$ cat config.mk
export PLATFORM = sky130hd
export DESIGN_NAME = sata_port_regs
export DESIGN_NICKNAME = d
export VERILOG_FILES = /design/src/rtl/sata_port_regs.sv
export SDC_FILE = /design/constraint.sdc
export NUM_CORES = 1
export LEC_CHECK = 0
export CAP_MARGIN = 20
export CORE_ASPECT_RATIO = 1.2
export CORE_MARGIN = 5
export CORE_UTILIZATION = 30
export DETAILED_ROUTE_END_ITERATION = 10
export SLEW_MARGIN = 20
export SYNTH_ARGS = -nofsm -noshare
export SYNTH_HDL_FRONTEND = slang
export SYNTH_SLANG_ARGS = --single-unit
export TNS_END_PERCENT = 30
$ cat constraint.sdc
create_clock -name sys_clk -period 7.6 [get_ports sys_clk]
set_input_delay 0.76 -clock sys_clk [delete_from_list [all_inputs] [get_ports sys_clk]]
set_output_delay 0.76 -clock sys_clk [all_outputs]
set_load 0.05 [all_outputs]
$ cat src/rtl/sata_port_regs.sv
// Host register block for one SATA port: synchronised link/PLL status with sticky
// change interrupts, a DMA descriptor queue, StartComm pulse timer and FIS read window.
module sata_port_regs #(
    parameter int C_DMA_DEPTH   = 4,
    parameter int C_SYNC_STAGES = 2,
    parameter int C_COM_PULSE   = 4
) (
    input  logic        sys_clk,
    input  logic        sys_rst,
    input  logic [5:0]  address,
    input  logic        write,
    input  logic [31:0] writedata,
    output logic [31:0] readdata,
    output logic        irq,
    input  logic        linkup,
    input  logic        plllock,
    input  logic        rxfifo_irq,
    input  logic        cxfifo_irq,
    input  logic [3:0]  error_code,
    input  logic [11:0] rxfifo_fis_hdr,
    output logic        cxfifo_ack,
    output logic        cxfifo_ok,
    output logic        StartComm,
    output logic        phyreset,
    output logic        dma_req,
    output logic [31:0] dma_address,
    output logic [15:0] dma_length,
    output logic [7:0]  dma_flags,
    input  logic        dma_ack,
    output logic [2:0]  rxfis_raddr,
    input  logic [31:0] rxfis_rdata
);

    localparam int PTR_W = $clog2(C_DMA_DEPTH);
    localparam logic [PTR_W:0]   FULL_LVL = (PTR_W + 1)'(C_DMA_DEPTH);
    localparam logic [PTR_W:0]   LVL_ONE  = (PTR_W + 1)'(1);
    localparam logic [PTR_W:0]   LVL_ZERO = (PTR_W + 1)'(0);
    localparam logic [PTR_W-1:0] PTR_ONE  = PTR_W'(1);
    localparam logic [PTR_W-1:0] PTR_ZERO = PTR_W'(0);
    localparam logic [7:0]       COM_LOAD = 8'(C_COM_PULSE);

    logic [C_SYNC_STAGES-1:0] linkup_sync_r;
    logic [C_SYNC_STAGES-1:0] plllock_sync_r;
    logic        linkup_prev_r;
    logic        plllock_prev_r;
    logic        link_chg_r;
    logic        pll_chg_r;
    logic        dma_done_r;
    logic        dma_ovf_r;
    logic [5:0]  irq_en_r;
    logic        irq_r;
    logic        phyreset_r;
    logic [31:0] dma_stage_r;
    logic [31:0] fifo_addr_r  [C_DMA_DEPTH];
    logic [15:0] fifo_len_r   [C_DMA_DEPTH];
    logic [7:0]  fifo_flags_r [C_DMA_DEPTH];
    logic [PTR_W-1:0] wr_ptr_r;
    logic [PTR_W-1:0] rd_ptr_r;
    logic [PTR_W:0]   level_r;
    logic [7:0]  done_cnt_r;
    logic [7:0]  com_cnt_r;
    logic        cxfifo_ack_r;
    logic        cxfifo_ok_r;
    logic [31:0] readdata_r;

    logic [3:0]  widx_s;
    logic [15:0] wr_sel_s;
    logic        linkup_sync_s;
    logic        plllock_sync_s;
    logic [5:0]  w1c_s;
    logic [5:0]  irq_stat_s;
    logic        dma_empty_s;
    logic        dma_full_s;
    logic        pop_s;
    logic        push_req_s;
    logic        push_s;
    logic        ovf_set_s;
    logic        flush_s;
    logic        start_comm_s;
    logic [7:0]  level8_s;
    logic [31:0] rd_mux_s;
    logic        unused_s;

    assign widx_s         = address[5:2];
    assign wr_sel_s       = {15'b0, write} << widx_s;
    assign linkup_sync_s  = linkup_sync_r[C_SYNC_STAGES-1];
    assign plllock_sync_s = plllock_sync_r[C_SYNC_STAGES-1];
    assign w1c_s          = wr_sel_s[2] ? writedata[5:0] : 6'b0;
    assign irq_stat_s     = {dma_ovf_r, dma_done_r, cxfifo_irq, rxfifo_irq, pll_chg_r, link_chg_r};

    // A push at full is still accepted when the head leaves in the same cycle.
    assign dma_empty_s  = (level_r == LVL_ZERO);
    assign dma_full_s   = (level_r == FULL_LVL);
    assign pop_s        = dma_ack & ~dma_empty_s;
    assign push_req_s   = wr_sel_s[5];
    assign push_s       = push_req_s & (~dma_full_s | pop_s);
    assign ovf_set_s    = push_req_s & dma_full_s & ~pop_s;
    assign flush_s      = wr_sel_s[1] & writedata[0];
    assign start_comm_s = wr_sel_s[0] & writedata[28];

    generate
        if (PTR_W + 1 >= 8) begin : g_lvl_trunc
            assign level8_s = level_r[7:0];
        end else begin : g_lvl_ext
            assign level8_s = {{(7 - PTR_W){1'b0}}, level_r};
        end
    endgenerate

    assign readdata    = readdata_r;
    assign irq         = irq_r;
    assign cxfifo_ack  = cxfifo_ack_r;
    assign cxfifo_ok   = cxfifo_ok_r;
    assign StartComm   = (com_cnt_r != 8'd0);
    assign phyreset    = phyreset_r;
    assign dma_req     = ~dma_empty_s;
    assign dma_address = dma_empty_s ? 32'h0 : fifo_addr_r[rd_ptr_r];
    assign dma_length  = dma_empty_s ? 16'h0 : fifo_len_r[rd_ptr_r];
    assign dma_flags   = dma_empty_s ? 8'h0  : fifo_flags_r[rd_ptr_r];
    assign rxfis_raddr = address[4:2];
    assign unused_s    = ^address[1:0];

    // Status line synchronisers and previous-value flops for change detection
    always_ff @(posedge sys_clk) begin
        if (sys_rst) begin
            linkup_sync_r  <= {C_SYNC_STAGES{1'b0}};
            plllock_sync_r <= {C_SYNC_STAGES{1'b0}};
            linkup_prev_r  <= 1'b0;
            plllock_prev_r <= 1'b0;
        end else begin
            linkup_sync_r  <= {linkup_sync_r[C_SYNC_STAGES-2:0], linkup};
            plllock_sync_r <= {plllock_sync_r[C_SYNC_STAGES-2:0], plllock};
            linkup_prev_r  <= linkup_sync_s;
            plllock_prev_r <= plllock_sync_s;
        end
    end

    // Sticky interrupt bits: clear first, then set so a same-cycle event survives
    always_ff @(posedge sys_clk) begin
        if (sys_rst) begin
            link_chg_r <= 1'b0;
            pll_chg_r  <= 1'b0;
            dma_done_r <= 1'b0;
            dma_ovf_r  <= 1'b0;
            irq_r      <= 1'b0;
        end else begin
            link_chg_r <= (link_chg_r & ~w1c_s[0]) | (linkup_sync_s ^ linkup_prev_r);
            pll_chg_r  <= (pll_chg_r & ~w1c_s[1]) | (plllock_sync_s ^ plllock_prev_r);
            dma_done_r <= (dma_done_r & ~w1c_s[4]) | pop_s;
            dma_ovf_r  <= (dma_ovf_r & ~w1c_s[5]) | ovf_set_s;
            irq_r      <= |(irq_stat_s & irq_en_r);
        end
    end

    // Plain read/write control registers and command pulses
    always_ff @(posedge sys_clk) begin
        if (sys_rst) begin
            irq_en_r     <= 6'h0;
            phyreset_r   <= 1'b1;
            dma_stage_r  <= 32'h0;
            cxfifo_ack_r <= 1'b0;
            cxfifo_ok_r  <= 1'b0;
        end else begin
            if (wr_sel_s[3]) begin
                irq_en_r <= writedata[5:0];
            end
            if (wr_sel_s[1]) begin
                phyreset_r <= writedata[31];
            end
            if (wr_sel_s[4]) begin
                dma_stage_r <= writedata;
            end
            cxfifo_ack_r <= wr_sel_s[0] & writedata[31];
            cxfifo_ok_r  <= wr_sel_s[0] & writedata[30];
        end
    end

    // Descriptor storage; contents are only observed through a valid head pointer
    always_ff @(posedge sys_clk) begin
        if (push_s) begin
            fifo_addr_r[wr_ptr_r]  <= dma_stage_r;
            fifo_len_r[wr_ptr_r]   <= writedata[15:0];
            fifo_flags_r[wr_ptr_r] <= writedata[23:16];
        end
    end

    // Queue pointers, fill level and completed-descriptor counter
    always_ff @(posedge sys_clk) begin
        if (sys_rst) begin
            wr_ptr_r   <= PTR_ZERO;
            rd_ptr_r   <= PTR_ZERO;
            level_r    <= LVL_ZERO;
            done_cnt_r <= 8'd0;
        end else begin
            if (pop_s) begin
                done_cnt_r <= done_cnt_r + 8'd1;
            end
            if (flush_s) begin
                wr_ptr_r <= PTR_ZERO;
                rd_ptr_r <= PTR_ZERO;
                level_r  <= LVL_ZERO;
            end else begin
                if (push_s) begin
                    wr_ptr_r <= wr_ptr_r + PTR_ONE;
                end
                if (pop_s) begin
                    rd_ptr_r <= rd_ptr_r + PTR_ONE;
                end
                case ({push_s, pop_s})
                    2'b10:   level_r <= level_r + LVL_ONE;
                    2'b01:   level_r <= level_r - LVL_ONE;
                    default: level_r <= level_r;
                endcase
            end
        end
    end

    // StartComm timer; a new request reloads and so stretches the pulse
    always_ff @(posedge sys_clk) begin
        if (sys_rst) begin
            com_cnt_r <= 8'd0;
        end else if (start_comm_s) begin
            com_cnt_r <= COM_LOAD;
        end else if (com_cnt_r != 8'd0) begin
            com_cnt_r <= com_cnt_r - 8'd1;
        end
    end

    // Read multiplexer; the upper half of the map is the received-FIS window
    always_comb begin
        rd_mux_s = 32'h0;
        if (address[5]) begin
            rd_mux_s = rxfis_rdata;
        end else begin
            case (widx_s[2:0])
                3'd0:    rd_mux_s = {cxfifo_irq, rxfifo_irq, plllock_sync_s, linkup_sync_s,
                                     12'h0, error_code, rxfifo_fis_hdr};
                3'd1:    rd_mux_s = {phyreset_r, 31'h0};
                3'd2:    rd_mux_s = {26'h0, irq_stat_s};
                3'd3:    rd_mux_s = {26'h0, irq_en_r};
                3'd4:    rd_mux_s = dma_stage_r;
                3'd5:    rd_mux_s = {8'h0, dma_flags, dma_length};
                3'd6:    rd_mux_s = {14'h0, dma_full_s, dma_empty_s, level8_s, done_cnt_r};
                default: rd_mux_s = 32'h0;
            endcase
        end
    end

    // Registered read data
    always_ff @(posedge sys_clk) begin
        if (sys_rst) begin
            readdata_r <= 32'h0;
        end else begin
            readdata_r <= rd_mux_s;
        end
    end

endmodule

== Word level (Yosys, flattened, before mapping) ==
Memory sizes are Yosys's and may differ from the RTL's. A register that Yosys moved wholly into a read port is not among the register bits.
Cells that the tools add are included.

* Register bits: 107
* Bits in writable memories: 224
* Input bits: 94
* Word-level logic and storage cells: 92
* Memories: 3

{| class="wikitable"
|+ Memory list
! name !! words !! width !! rd ports !! clocked after memory_dff !! wr ports !! line !! source
|-
| fifo_addr_r || 4 || 32 || 1 || 1 || 1 || 54 || <nowiki>logic [31:0] fifo_addr_r [C_DMA_DEPTH];</nowiki>
|-
| fifo_len_r || 4 || 16 || 1 || 1 || 1 || 55 || <nowiki>logic [15:0] fifo_len_r [C_DMA_DEPTH];</nowiki>
|-
| fifo_flags_r || 4 || 8 || 1 || 1 || 1 || 56 || <nowiki>logic [7:0] fifo_flags_r [C_DMA_DEPTH];</nowiki>
|}

* $add $sub $neg: 6
* Eq/ne operators: 9
* Shifts and indexed selects: 1
* Mux-type cells: 17
* Bitwise logic cells: 27
* Reduce and logical (&&, ||, !) cells: 8

{| class="wikitable"
|+ Operators with widths
! operator !! count
|-
| 32-bit one-hot mux with 7 select lines || 1
|-
| 32-bit 2-to-1 mux || 2
|-
| 16-bit 2-to-1 mux || 1
|-
| 1-bit AND || 12
|-
| 3-bit == test, second input constant || 4
|-
| 2-bit 2-to-1 mux || 6
|-
| 8-bit by 1-bit adder with 8-bit output, second input constant || 1
|-
| 8-bit 2-to-1 mux || 1
|-
| 8-bit nonzero test || 1
|-
| 8-bit by 1-bit subtractor with 8-bit output, second input constant || 1
|-
| 1-bit NOT || 7
|-
| 6-bit AND || 1
|-
| 3-bit by 2-bit == test with 1-bit output, second input constant || 2
|-
| 3-bit zero test || 2
|-
| 3-bit 2-to-1 mux || 2
|-
| 6-bit 2-to-1 mux || 1
|-
| 3-bit one-hot mux with 2 select lines || 1
|-
| 6-bit OR reduction || 1
|-
| 1-bit by 4-bit << shifter with 6-bit output || 1
|-
| 1-bit OR || 5
|-
| 2-bit by 1-bit adder with 2-bit output, second input constant || 2
|-
| 2-bit nonzero test || 2
|-
| 2-bit OR reduction || 2
|-
| 3-bit by 1-bit adder with 3-bit output, second input constant || 1
|-
| 6 further kinds || 8
|}

== Logic depth before layout (Yosys ltp) ==
Gate-level depths: netlist of the first run.

* Depth in word-level cells: 7
* Depth in mapped cells: 9
* Gate-level depth less buffers: 8

== Worst setup path before layout of the first run ==
OpenSTA, ideal clock, no wires.

* Kind: input port to flip-flop
* Start point: input port address[3]
* End point: memory fifo_addr_r[0][0] (enable)
* Setup time: 0.420 ns
* Data arrival time: 2.955 ns
* Data required time: 7.180 ns
* Slack: 4.226 ns
* Stages: 5
* Cells stage by stage: buf_4 > nand3b_1 > nor2_2 > o21a_1 > and2_1

* Longest elaborated chain between the ends: 4

{| class="wikitable"
|+ Ends and longest elaborated chain
! item !! line !! source
|-
| start, declared || 10 || <nowiki>input logic [5:0] address,</nowiki>
|-
| 1-bit by 4-bit << shifter with 6-bit output || 85 || <nowiki>assign wr_sel_s = {15'b0, write} << widx_s;</nowiki>
|-
| 1-bit AND || 96 || <nowiki>assign push_s = push_req_s & (~dma_full_s | pop_s);</nowiki>
|-
| 1-bit 2-to-1 mux || 179 || <nowiki>if (push_s) begin</nowiki>
|-
| 1-bit 2-to-1 mux (not written as such) || 180 || <nowiki>fifo_addr_r[wr_ptr_r] <= dma_stage_r;</nowiki>
|-
| end, declared || 54 ||
|}

Every way passes these cells.

==> results of run 1 <==
## synth_stat cells (3+ instances only)
cell type  count
a211oi_1       4
a21oi_1       52
a222oi_1      14
a22o_1        14
a22oi_1       15
and2_1        63
buf_1          3
buf_2         17
buf_4          6
buf_6          5
clkbuf_1      27
dfxtp_1      109
edfxtp_1     224
ha_1           7
inv_1          6
mux2_2         9
mux2i_1       18
mux4_2        56
nand2_1       92
nand2b_1       9
nand3_1        9
nand3b_1       5
nor2_1        56
nor2b_1       11
nor3_1         6
o21ai_0       15
o2bb2ai_1      3
xnor2_1        9
xor2_1        11
## per-layer routing
metal / vias to the layer above / global-route usage, % / share of wire, %
met1: 4140 / 18.77 / 42
met5: - / 0 / 0
met4: 0 / 4.528 / 2.8
met2: 296 / 25.08 / 49
met3: 63 / 3.198 / 5.8
li1: 3768 / - / -
## metrics by stage
step | hold slack [ps] | util (%)
2_1_floorplan | 413.8 | -
3_3_place_gp | 438.6 | 35.77
3_5_place_dp | 444.8 | 35.77
4_1_cts | 455.4 | 38.58
5_1_grt | 468.7 | 38.58
6_report | 451.9 | 38.58
## state kept, by name, indices dropped and copies added, names as in the netlist, 2 cells and up, named ones only
name	cells
com_cnt_r	8
dma_stage_r	32
done_cnt_r	8
fifo_addr_r	128
fifo_flags_r	32
fifo_len_r	64
irq_en_r	6
level_r	3
linkup_sync_r	2
plllock_sync_r	2
rd_ptr_r	2
readdata	32
wr_ptr_r	2
## kinds of logic after synthesis
kind of cell	after synthesis	synth area share, %
XOR/XNOR	20	1.317
AO/OA/AOI/OAI	130	6.660
adder cells (fa/ha/maj)	8	0.8089
AND/OR/NAND/NOR	271	10.20
buffers and inverters	65	2.446
multiplexers	83	11.60
flip-flops	333	66.97
## area by class of cell
type	instances	area, sq um
clock buffers	46	989.7
well taps	559	699.4
flip-flops and latches	333	8914
repair buffers	200	1964
multi-input cells	512	4074
fillers	4151	26920
inverters	7	27.53
clock inverters	20	240.2
## critical path, delay by kind of cell (launching register included)
family | cells | cell delay, ps
simple gates | 1 | 200
flops | 1 | 710
buf+inv | 2 | 1380
mux | 1 | 690
## final timing paths
path / cells past startpoint / endpoint / start
max: 4 / dma_length[11] / register
min: 1 / plllock_sync_r[1] / plllock_sync_r[0]
max reg2reg: 6 / readdata[2] / level_r[2]
min reg2reg: 1 / plllock_sync_r[1] / plllock_sync_r[0]
## power by group through the flow
stage / Combinational [mW] / Clock (mW) / Sequential, mW
floorplan: 0.374 / 0 / 2.05
global placement: 0.589 / 0 / 2.04
detailed placement: 0.595 / 0 / 2.05
CTS: 0.597 / 1.85 / 2.01
global route: 0.634 / 1.93 / 2.01
finish: 0.588 / 1.81 / 2.00
==> metrics.md, run 1 <==
| Metric | Value |
|---|---|
| Hold Vio Cnt, Final | 0 |
| DIE WIDTH | 202.2 um |
| Mapped Area | 0.01330 sq mm |
| WL final | 36530 um |
| # diodes | 0 |
| CP Launch Type | register |
| Placed Area | 0.01568 sq mm |
| Synthesis-stage register bit count | 333 |
| First-pass GRT wire length | 54160 um |
| Flop pwr share | 45.6% |
| Detailed Place HPWL | between 20000 and 25000 um |
| Routed Antenna Nets | 0 |
| Vias per inst | about 4.9 |
| Dpl cells | around 1600 |
| Total CTS buffers | 36 |
| Clock power share | 41.1% |
| Clock Sink Count | ~330 |
| CP max stage delay | 710 ps |
| Clk_skew | roughly 16 ps |
| Initial antenna violation count | 0 |
| Pre-CTS setup slack | 3447 ps |
| Clk Latency, worst-skew pair | 520 ps |
| Sw Pwr | 1.104 mW |
| Vias | 8267 |
| IR drop worst, VDD | 0.0002082 V |
| Number of synthesized flops with an enable pin | 224 |
| Final WS setup | 3290 ps |
| Max cap viols | 0 |
| Clock slew at reported path FFs | 60 ps |
| CP endpoint kind | output port |
| H-tree depth | 2 |
| FMAX | 232.0 MHz |
| Final TNS setup | 0 ps |
| Register area share after synthesis | 66.97% |
| Layout overhead on the synthesized area | 27.12% |
| Final routed DRC violation total | 0 |
| Yosys Warn Count | 0 |
| Syn_nets | 1012 |
| Worst R2R Setup Slack | between 4000 and 5000 ps |
| Routed length per instance | 21.79 um |
| Final Max Tran Viols | 0 |
| Setup Crit Path Kind | reg2out |
| Distinct cells, synth | 55 |
| Internal power | 3.295 mW |
| Comb power frac | 13.4% |
| Fraction of registers with async set/reset | 0% |
| Max stage delay cell, worst path | dfxtp_4 |
| Unrepaired setup endpoints after global routing | false |
| Grt ovf | 0 |
| Commonest non-fill, non-tap cell in the layout | edfxtp_1 |
| Hold_buf cts | 0 |
| First drt pass iteration count | 6 |
| Initial Util | 30.35% |
| Synth area leaders | edfxtp_1 51%, dfxtp_1 16%, mux4_2 9.5%, and2_1 3.0%, nand2_1 2.6% |
| Pwr/cell area | ~260 mW/mm^2 |
| Post-synth top area cell | edfxtp_1 |
| Final net count | between 1000 and 1500 |
| Tmin final | 4310 ps |
| TritonCTS clock tree | built |
| Status | finished, final reports clean |
| Yosys top cell area share | 50.57% |
| Die H | 240.7 um |
| Final Cell Area | 0.01691 sq mm |
| Worst-path maximum fanout | 32 |
| FP Rows | 84 |
| Root Driver | clkbuf_16 |
| Slew HR | roughly 29% |
| Post-cts sizing count | 0 |
| Proportion of layout cells with a drive suffix above 1 | 13.60% |
| Total GRT Usage | between 10% and 20% |
| Final setup viols | 0 |
| Largest net degree at the start of global routing | 59 |
| CTS Buffer Depth | 3 |
| Final Cycle Share | between 50% and 60% |
| Commonest non-fill, non-tap cells in the layout | 224 x edfxtp_1, 186 x clkdlybuf4s50_1, 107 x dfxtp_1 |
| # port buffers | 188 |
| DR iter-0 viols | between 600 and 700 |
| CP required | 6840 ps |
| Min-Delay Path Class | reg2reg |
| Critical path cell sequence | buf_4, mux4_2, and2_1, clkdlybuf4s50_1 |
| Gpl congestion | 0.7845 |
| Worst Path Arrival | 3550 ps |
| Power Total | 4.399 mW |
| Vias in the first global route | 8666 |
| Worst-Margin Slew | 1061 ps |
| I/O pin cnt | 191 |
| Fin cells | 1677 |
| Synthesized instance count | 910 |
| Avg Inst Size Synth | 14.62 sq um |
| Primary FF master, synth | edfxtp_1 |
| Leak | 5.610 nW |
| Die Area | 0.04867 sq mm |
| Number of post-CTS setup repair buffers | 0 |
| Core Area | 0.04383 sq mm |
| Sw frac | 25.10% |
(Power assumes the default switching activity.)
==> inputs of run 2 (changes only) <==
==> constraint.sdc (replaced) <==
create_clock -name sys_clk -period 3.6 [get_ports sys_clk]
set_input_delay 0.36 -clock sys_clk [delete_from_list [all_inputs] [get_ports sys_clk]]
set_output_delay 0.36 -clock sys_clk [all_outputs]
set_load 0.05 [all_outputs]
==> run 2 against run 1 <==
  * Die area unchanged
  * Critical endpoint is now dma_address[31]
  * Design area increased by 0.95%
  * First-iteration DRC count fell by 22%
  * Sequential cell count unchanged
  * Highest routed layer unchanged
  * Largest cell class unchanged
  * Worst setup slack got worse by 3000 ps
==> metrics.md, run 2 (synthesis gave the netlist of run 1 again) <==
| Metric | Value |
|---|---|
| Status | finished, final reports clean |
| WL final | 36460 um |
| IR drop worst, VDD | 0.0004609 V |
| Reg-to-Reg End | level_r[2] |
| Vias in the first global route | 8578 |
| CP required | 3240 ps |
| FMAX | 298.0 MHz |
| First-pass GRT wire length | around 54000 um |
| Tmin final | around 3400 ps |
| Largest Register | fifo_addr_r |
| CP endpoint kind | output port |
| Final Cell Area | between 0.015 and 0.02 sq mm |
| # port buffers | roughly 190 |
| Sw Pwr | ~2.4 mW |
| Root Driver | clkbuf_16 |
| Final routed DRC violation total | 0 |
| Final setup viols | 0 |
| Internal power | 6.725 mW |
| First drt pass iteration count | 5 |
| Final TNS setup | 0 ps |
| Hold WS | 116.1 ps |
| Commonest non-fill, non-tap cell in the layout | edfxtp_1 |
| Power Total | 9.088 mW |
| Worst-Margin Slew | 720.0 ps |
| Gpl congestion | 0.7645 |
| Area occupied by multi-input gates | 0.004074 sq mm |
| Final net count | around 1200 |
| Core Area | 0.04383 sq mm |
| Hold Crit Depth | 3 |
| Routed length per instance | 21.46 um |
| CP Launch Type | register |
| Total CTS buffers | 37 |
| Clock Sink Count | 333 |
| Clock power share | around two fifths |
| Leak | roughly 5.7 nW |
| Die Area | 0.04867 sq mm |
| Dpl cells | 1630 |
| Biggest regs | fifo_addr_r: 128 flops, fifo_len_r: 64 flops |
| Final Max Tran Viols | 0 |
| Clk Latency, worst-skew pair | about 530 ps |
| Hold_buf cts | 0 |
| Worst-path maximum fanout | 31 |
| Proportion of layout cells with a drive suffix above 1 | 14.93% |
| Initial Util | around 30% |
| Fin cells | 1699 |
| DR iter-0 viols | 485 |
| H-tree depth | 2 |
| FP Rows | 84 |
| Die H | around 240 um |
| Vias per inst | slightly below 5 |
| Reg2Reg Depth | 8 |
| Max FFs per register | 128 |
| I/O pin cnt | 191 |
| Unrepaired setup endpoints after global routing | false |
| Sw frac | between 20% and 30% |
| Setup Crit Path Kind | reg2out |
| Grt ovf | 0 |
| Detailed Place HPWL | 24640 um |
| Layout overhead on the synthesized area | 28.33% |
| Worst Hold Launch | address[5] |
| Vias | 8255 |
| Clk_skew | 12.83 ps |
| Number of post-CTS setup repair buffers | 0 |
| Post-cts sizing count | 0 |
| Worst Path Arrival | 3000 ps |
| Total GRT Usage | 14.61% |
| Routed Antenna Nets | 0 |
| DIE WIDTH | 202.2 um |
| TritonCTS clock tree | built |
| Commonest non-fill, non-tap cells in the layout | 224 x edfxtp_1, 186 x clkdlybuf4s50_1, 107 x dfxtp_1 |
| Largest net degree at the start of global routing | slightly above 60 |
| Worst R2R Setup Slack | around 1300 ps |
| Comb power frac | 14.1% |
| Slew HR | 52.00% |
| Clock slew at reported path FFs | about 60 ps |
| Hold Vio Cnt, Final | 0 |
| Min-Delay Path Class | in2reg |
| Register Area | approximately 0.009 sq mm |
| Hold EP | readdata[5] |
| Initial antenna violation count | 1 |
| Reg-to-Reg Start | level_r[2] |
| Max cap viols | 0 |
| Placed Area | 0.01591 sq mm |
| Filler cell count | 4113 |
| Final Cycle Share | between 90 and 100% |
| CTS Buffer Depth | 3 |
| Pwr/cell area | 532.4 mW/mm^2 |
| Flop pwr share | 46.5% |
-- run 2: cell types whose count changed in the layout (fill, tap and decap cells not counted), sizes merged --
cell	previous run	this run
clkinvlp	2	3
diode	0	1
buf	14	33
inv	8	9
clkinv	12	18
bufinv	5	2
clkbuf	46	43
-- run 2: how the worst max path moves through the flow --
stage,from,to,slack [ps],cells past startpoint
finish,level_r[2],dma_address[31],240,5
global route,level_r[0],dma_address[31],30,5
CTS,level_r[2],dma_address[0],120,5
detailed placement,address[4],fifo_len_r[1][12],570,6
global placement,address[4],fifo_addr_r[0][22],640,6
floorplan,address[3],fifo_addr_r[0][0],630,5
-- run 2: stage by stage --
step / util [%] / worst slack, ps
6_report: 38.95 / 243.8
5_1_grt: 38.94 / 34.89
4_1_cts: 38.94 / 123.8
3_5_place_dp: 36.30 / 570.5
3_3_place_gp: 36.30 / 637.3
2_1_floorplan: - / 625.5
-- run 2: power groups by stage --
stage                     registers [mW]  clock network (mW)  logic [mW]
final                               4.23                3.58        1.28
after global routing                4.24                3.84        1.38
after CTS                           4.23                3.70        1.30
after detailed placement            4.31                   0        1.30
after global placement              4.31                   0        1.28
after floorplan                     4.33                   0       0.789
-- run 2: layer usage --
metal / vias to the layer above / routed length [um] / global-route usage (%)
met5: - / 0 / 0
met4: 0 / 698 / 3.746
met3: 49 / 2149 / 3.104
met2: 258 / 18070 / 25.41
met1: 4118 / 15540 / 18.75
li1: 3830 / - / -
-- run 2: critical path: stages (launching register included) --
cell             delay, ps
dfxtp_1                590
nor3_4                  90
inv_2                  460
buf_4                  310
and2_1                 150
clkdlybuf4s50_1        870
-- run 2: area by class of cell --
type | count | share of cell area (%)
repair buffers | 219 | 12.86
clock buffers | 43 | 5.556
diodes | 1 | 0.01466
clock inverters | 25 | 1.239
well taps | 559 | 4.097
flip-flops and latches | 333 | 52.22
multi-input cells | 512 | 23.87
inverters | 7 | 0.1539
